[src/rtl/lc3b_types.sv]
// Shared LC-3b types: the core's word and cache-line types, plus the
// state and grant encodings used by the memory arbiter.
package lc3b_types;

  typedef logic [15:0]  lc3b_word;
  typedef logic [127:0] lc3b_c_line;

  // Arbiter FSM states. DONE is a one-cycle gap after every response so the
  // served cache has time to drop its request before the next grant.
  typedef enum logic [1:0] {
    IDLE    = 2'd0,
    SERVE_I = 2'd1,
    SERVE_D = 2'd2,
    DONE    = 2'd3
  } arb_state_t;

  // The cache that received the most recent grant.
  typedef enum logic {
    GRANT_I = 1'b0,
    GRANT_D = 1'b1
  } lc3b_grant;

endpackage

[src/rtl/sat_counter.sv]
// Saturating up-counter: counts inc pulses and sticks at all-ones.
module sat_counter #(
  parameter int W = 16
) (
  input  logic         clk,
  input  logic         rst,
  input  logic         inc,
  output logic [W-1:0] count
);

  // Count up on inc, but never wrap past all-ones.
  always_ff @(posedge clk) begin
    if (rst) begin
      count <= '0;
    end else if (inc && (count != {W{1'b1}})) begin
      count <= count + W'(1);
    end
  end

endmodule

[src/rtl/mem_arbiter.sv]
// Arbitrates the single physical-memory port between the I-cache and the
// D-cache. One line transaction is in flight at a time; the winning request
// is latched at grant so cache-side changes cannot disturb the memory
// command. Simultaneous requests alternate through a round-robin flag.
//
// Handshake: a cache holds its request (i_read, d_read/d_write) high until it
// sees its one-cycle resp strobe; memory signals completion with a one-cycle
// pmem_resp while a command is asserted. The resp strobe is combinational from
// pmem_resp and the serving state, and the cache must drop its request in the
// DONE cycle that follows.
module mem_arbiter
  import lc3b_types::*;
#(
  parameter int LINE_W = 128,
  parameter int CNT_W  = 16
) (
  input  logic              clk,
  input  logic              rst,
  // I-cache side
  input  logic              i_read,
  input  lc3b_word          i_address,
  output logic              i_resp,
  output logic [LINE_W-1:0] i_rdata,
  // D-cache side
  input  logic              d_read,
  input  logic              d_write,
  input  lc3b_word          d_address,
  input  logic [LINE_W-1:0] d_wdata,
  output logic              d_resp,
  output logic [LINE_W-1:0] d_rdata,
  // physical memory side
  output logic              pmem_read,
  output logic              pmem_write,
  output lc3b_word          pmem_address,
  output logic [LINE_W-1:0] pmem_wdata,
  input  logic              pmem_resp,
  input  logic [LINE_W-1:0] pmem_rdata,
  // performance counters
  output logic [CNT_W-1:0]  conflict_cnt,
  output logic [CNT_W-1:0]  d_grant_cnt,
  // current FSM state, for debug visibility
  output arb_state_t        dbg_state
);

  arb_state_t        state;
  lc3b_grant         last_grant;
  lc3b_word          lat_address;
  logic [LINE_W-1:0] lat_wdata;

  logic ireq;
  logic dreq;
  logic grant_d;
  logic grant_i;
  logic conflict_inc;
  logic d_grant_inc;

  assign ireq = i_read;
  assign dreq = d_read | d_write;

  // D wins when it is alone, or on a conflict when I was granted last.
  assign grant_d = (state == IDLE) && dreq && (!ireq || (last_grant == GRANT_I));
  assign grant_i = (state == IDLE) && ireq && !grant_d;

  assign conflict_inc = (state == IDLE) && ireq && dreq;
  assign d_grant_inc  = grant_d;

  // Arbitration FSM, grant latching and registered memory command.
  always_ff @(posedge clk) begin
    if (rst) begin
      state       <= IDLE;
      last_grant  <= GRANT_I;
      lat_address <= '0;
      lat_wdata   <= '0;
      pmem_read   <= 1'b0;
      pmem_write  <= 1'b0;
    end else begin
      case (state)
        IDLE: begin
          if (grant_d) begin
            state       <= SERVE_D;
            last_grant  <= GRANT_D;
            lat_address <= d_address;
            lat_wdata   <= d_wdata;
            // A simultaneous read and write is treated as a writeback.
            pmem_write  <= d_write;
            pmem_read   <= !d_write;
          end else if (grant_i) begin
            state       <= SERVE_I;
            last_grant  <= GRANT_I;
            lat_address <= i_address;
            lat_wdata   <= '0;
            pmem_write  <= 1'b0;
            pmem_read   <= 1'b1;
          end
        end
        SERVE_I, SERVE_D: begin
          if (pmem_resp) begin
            state      <= DONE;
            pmem_read  <= 1'b0;
            pmem_write <= 1'b0;
          end
        end
        DONE: begin
          state <= IDLE;
        end
        default: begin
          state      <= IDLE;
          pmem_read  <= 1'b0;
          pmem_write <= 1'b0;
        end
      endcase
    end
  end

  // Memory address and data come only from the grant-time latches.
  assign pmem_address = lat_address;
  assign pmem_wdata   = lat_wdata;

  // Route the completion only to the cache being served; a pmem_resp seen in
  // IDLE or DONE goes nowhere.
  assign i_resp  = (state == SERVE_I) && pmem_resp;
  assign d_resp  = (state == SERVE_D) && pmem_resp;
  assign i_rdata = pmem_rdata;
  assign d_rdata = pmem_rdata;

  assign dbg_state = state;

  // Cycles in IDLE where both caches were asking at once.
  sat_counter #(.W(CNT_W)) u_conflict_cnt (
    .clk   (clk),
    .rst   (rst),
    .inc   (conflict_inc),
    .count (conflict_cnt)
  );

  // Number of grants given to the D-cache.
  sat_counter #(.W(CNT_W)) u_d_grant_cnt (
    .clk   (clk),
    .rst   (rst),
    .inc   (d_grant_inc),
    .count (d_grant_cnt)
  );

endmodule
[config.mk]
export PLATFORM = sky130hd
export DESIGN_NAME = mem_arbiter
export DESIGN_NICKNAME = d
export VERILOG_FILES = /design/src/rtl/lc3b_types.sv /design/src/rtl/sat_counter.sv /design/src/rtl/mem_arbiter.sv
export SDC_FILE = /design/constraint.sdc
export NUM_CORES = 1
export LEC_CHECK = 0
export ABC_AREA = 1
export CORE_AREA = 2 2 283 285
export CTS_BUF_LIST = sky130_fd_sc_hd__clkbuf_2
export DETAILED_ROUTE_END_ITERATION = 10
export DIE_AREA = 0 0 285 287
export SETUP_SLACK_MARGIN = 0.5
export SLEW_MARGIN = 15
export SYNTH_ARGS = -nofsm -noshare
export SYNTH_HDL_FRONTEND = slang
export SYNTH_SLANG_ARGS = --single-unit
export TNS_END_PERCENT = 30
[constraint.sdc]
create_clock -name clk -period 1.47 [get_ports clk]
set_input_delay 0.3675 -clock clk [delete_from_list [all_inputs] [get_ports clk]]
set_output_delay 0.3675 -clock clk [all_outputs]
set_load 0.01 [all_outputs]
==> run summary <==
• final core utilization: 21.4%
• wire length per cell: 17.2 microns
• Clock transition at path regs: 0.42 ns
• critical setup path kind: reg2out
• upper clock frequency limit: 425 MHz
• category of the worst setup path launch point: register
• Power Dens Cells: 1240 mW/mm^2
• share of power burned in registers: 33.2%
• area of the core: 0.0786 sq mm
• slowest library cell on the worst path: sky130_fd_sc_hd__dfxtp_2
• Pwr Total: 20.9 mW
• worst vdd rail ir drop: 905 uV
• final count of negative-setup-slack endpoints: 363
• number of antenna violations at the first check in global routing: 6
• kind of capture point of the worst setup path: output port
• Final period util: 160%
• largest driver fanout on the critical path: 2
• mean area per synthesized cell: 7.48 sq um
• RD Place Congestion: 0.770
• CP most frequent cell: sky130_fd_sc_hd__buf_6
• number of slew-limit violations in the final report: 0
• count of state elements after synthesis: 181
• Worst Setup Slack post-DPL: -0.542 ns
• highest cell delay on the worst timing path: 0.45 ns
• number of cells in the finished layout apart from fillers: 2703
• yosys synthesis warning count: 0
• setup repair after global routing missed its margin: true
• fraction of synthesis flops using an asynchronous set or reset pin: 0%
• Via Count: 9468
• post-route ant nets: 0
• Clock Skews: 0.103 ns
• commonest cells after routing, fill and taps aside: sky130_fd_sc_hd__nand2_1, sky130_fd_sc_hd__buf_6, sky130_fd_sc_hd__dfxtp_2
• first-pass GRT wire length: 61.4 mm
• CTS H-Tree Depth: 4
• clock tree from TritonCTS: done
• predominant post-synthesis flop cell: sky130_fd_sc_hd__dfxtp_1
• 1st-iter DRT viols: 351
• growth of design area from synthesis to finish: 79.0%
• count of filler cells inserted in the layout: 8593
• number of remaining DRC errors: 0
• count of pins on the block boundary: 732
• total track usage: 10.3%
• Final Hold Viols: 0
• Post-layout nets: 1937
• die footprint: 0.0818 sq mm
• final critical-path setup slack: -0.881 ns
• Clock Root Buffer: sky130_fd_sc_hd__clkbuf_2
• placed wire-length estimate: 31.9 mm
• effective utilization at floorplan: 12.0%
• mean number of vias per cell: 3.50
• count of placed standard cells including taps: 2439
• final sum of negative setup slack: -155.01 ns
• violated checks: negative setup slack
• chip height: 287 microns
• number of buffers on the longest clock path: 2
• P_int: 12.4 mW
• Max-Cap Viols: 0
• insertion delay to the later sink of the worst-skew pair: 1.06 ns
• sink count of the clock tree: 181
• static leakage: 6.72 nW
• via count of the first global-routing pass: 9243
• share of cells above drive strength 1: 44.1%
• Slew headroom: 51.7%
• minimum clock period: 2.35 ns
• classification of the worst-slack hold path: in2reg
• Data arrival, critical path: 1.98 ns
• post-synth design cell area: 0.00940 sq mm
• total routed wirelength: 46.6 mm
• global route overflow: 0
• register area share after synthesis: 38.6%
• port bufs: 347
• share of power burned in combinational logic: 52.8%
• data required time of the critical path: 1.10 ns
• EDFF count, synth: 0
• Inserted Clock Buffers: 17
• status: finished with violations
• slew at the pin closest to its max-slew limit: 0.725 ns
• Unique masters post-synth: 32
• post-synthesis net count: 1557
• Clk pwr share: 14.1%
• critical-path cell list: buf_6 -> inv_4 -> ha_4 -> nand2_2 -> inv_2 -> buf_6
• switching power share of the total: 40.6%
• width of the chip: 285 microns
• placement row count: 103
• most common cell after layout, fill and taps aside: sky130_fd_sc_hd__nand2_1
• synthesized instance count: 1257
• switching component of the power: 8.50 mW
• maximum number of pins on one net before global-route repair: 81
• detailed-router iteration count before antenna repair: 4
==> cells by family after synthesis <==
kind of cell | share of synthesized area, %
xor+xnor | 1.12
buf+inv | 26.1
simple gates | 22.2
compound gates | 11.3
fa+ha+maj | 0.799
flops | 38.6
==> synth_stat cells (6+ instances only) <==
library cell,n,area [sq um]
sky130_fd_sc_hd__nand2_2,14,87.6
sky130_fd_sc_hd__buf_4,261,1960
sky130_fd_sc_hd__nand2_1,389,1460
sky130_fd_sc_hd__a21oi_2,18,158
sky130_fd_sc_hd__inv_1,45,169
sky130_fd_sc_hd__o211ai_1,17,128
sky130_fd_sc_hd__a21oi_1,138,691
sky130_fd_sc_hd__buf_6,7,78.8
sky130_fd_sc_hd__nor2_1,40,150
sky130_fd_sc_hd__nor2_2,7,43.8
sky130_fd_sc_hd__xor2_1,7,61.3
sky130_fd_sc_hd__dfxtp_1,181,3620
sky130_fd_sc_hd__nand3_1,38,190
sky130_fd_sc_hd__nand4_1,12,75.1
sky130_fd_sc_hd__buf_2,25,125
sky130_fd_sc_hd__clkbuf_1,18,67.6
sky130_fd_sc_hd__ha_1,6,75.1
sky130_fd_sc_hd__o21ai_0,7,35.0
==> path summary, 6_finish.rpt <==
check | startpoint | endpoint | slack (ns) | depth (start not counted)
max | dbg_state[0] | d_resp | -0.88 | 6
min | rst | u_d_grant_cnt.count[5] | 0.25 | 4
max reg2reg | dbg_state[0] | pmem_wdata[60] | -0.57 | 13
min reg2reg | pmem_wdata[114] | pmem_wdata[114] | 0.48 | 2
==> timing repair <==
action,4_1_cts,5_1_grt
endpoints found under the setup margin,363,363
cloned,0,12
buffers inserted,41,12
endpoints found under the hold margin,181,0
hold buffers,164,0
pin swaps,1,60
resized for setup,998,268
==> state kept, by name, summed over array words and instances, names as in the netlist <==
signal                flops
dbg_state                 2
last_grant                1
pmem_address             16
pmem_read                 1
pmem_wdata              128
pmem_write                1
u_conflict_cnt.count     16
u_d_grant_cnt.count      16
==> power by group through the flow <==
stage	sequential, mW	combinational [mW]	clock [mW]
5_1_grt	7.08	11.9	3.35
3_5_place_dp	6.63	8.13	0
6_report	6.94	11.0	2.94
3_3_place_gp	6.63	8.13	0
4_1_cts	6.87	8.94	3.23
2_1_floorplan	7.03	3.87	0
==> stage by stage <==
step	hold slack, ns	area [sq um]
after floorplan	0.478	9490
after global placement	0.447	13100
after detailed placement	0.455	13100
after CTS	-0.000818	15700
after global routing	0.101	16800
final	0.248	16800
==> per-layer routing <==
| layer | share of wire [%] | global-route usage (%) | vias to the layer above |
|---|---|---|---|
| met3 | 13 | 6.69 | 142 |
| met1 | 43 | 12.0 | 4336 |
| met5 | 0.060 | 0.291 | - |
| li1 | - | - | 4488 |
| met2 | 40 | 14.5 | 498 |
| met4 | 3.6 | 4.93 | 4 |
==> area by class of cell <==
| type | instances | area, sq um | area share (%) |
|---|---|---|---|
| antenna | 3 | 7.51 | 0.0446 |
| sequential | 181 | 3880 | 23.0 |
| clock buffer | 17 | 85.1 | 0.506 |
| tap | 1050 | 1310 | 7.81 |
| clock inverter | 15 | 138 | 0.818 |
| multi-input combinational | 711 | 3940 | 23.4 |
| inverter | 51 | 225 | 1.34 |
| timing repair buffer | 675 | 7230 | 43.0 |
==> critical path, delay by kind of cell (launching register included) <==
| kind | cells | cell delay, ns |
|---|---|---|
| adder cells (fa/ha/maj) | 1 | 0.14 |
| buffers and inverters | 4 | 0.28 |
| flip-flops | 1 | 0.45 |
| AND/OR/NAND/NOR | 1 | 0.05 |
Note: power is estimated with default switching activity, not from simulation.
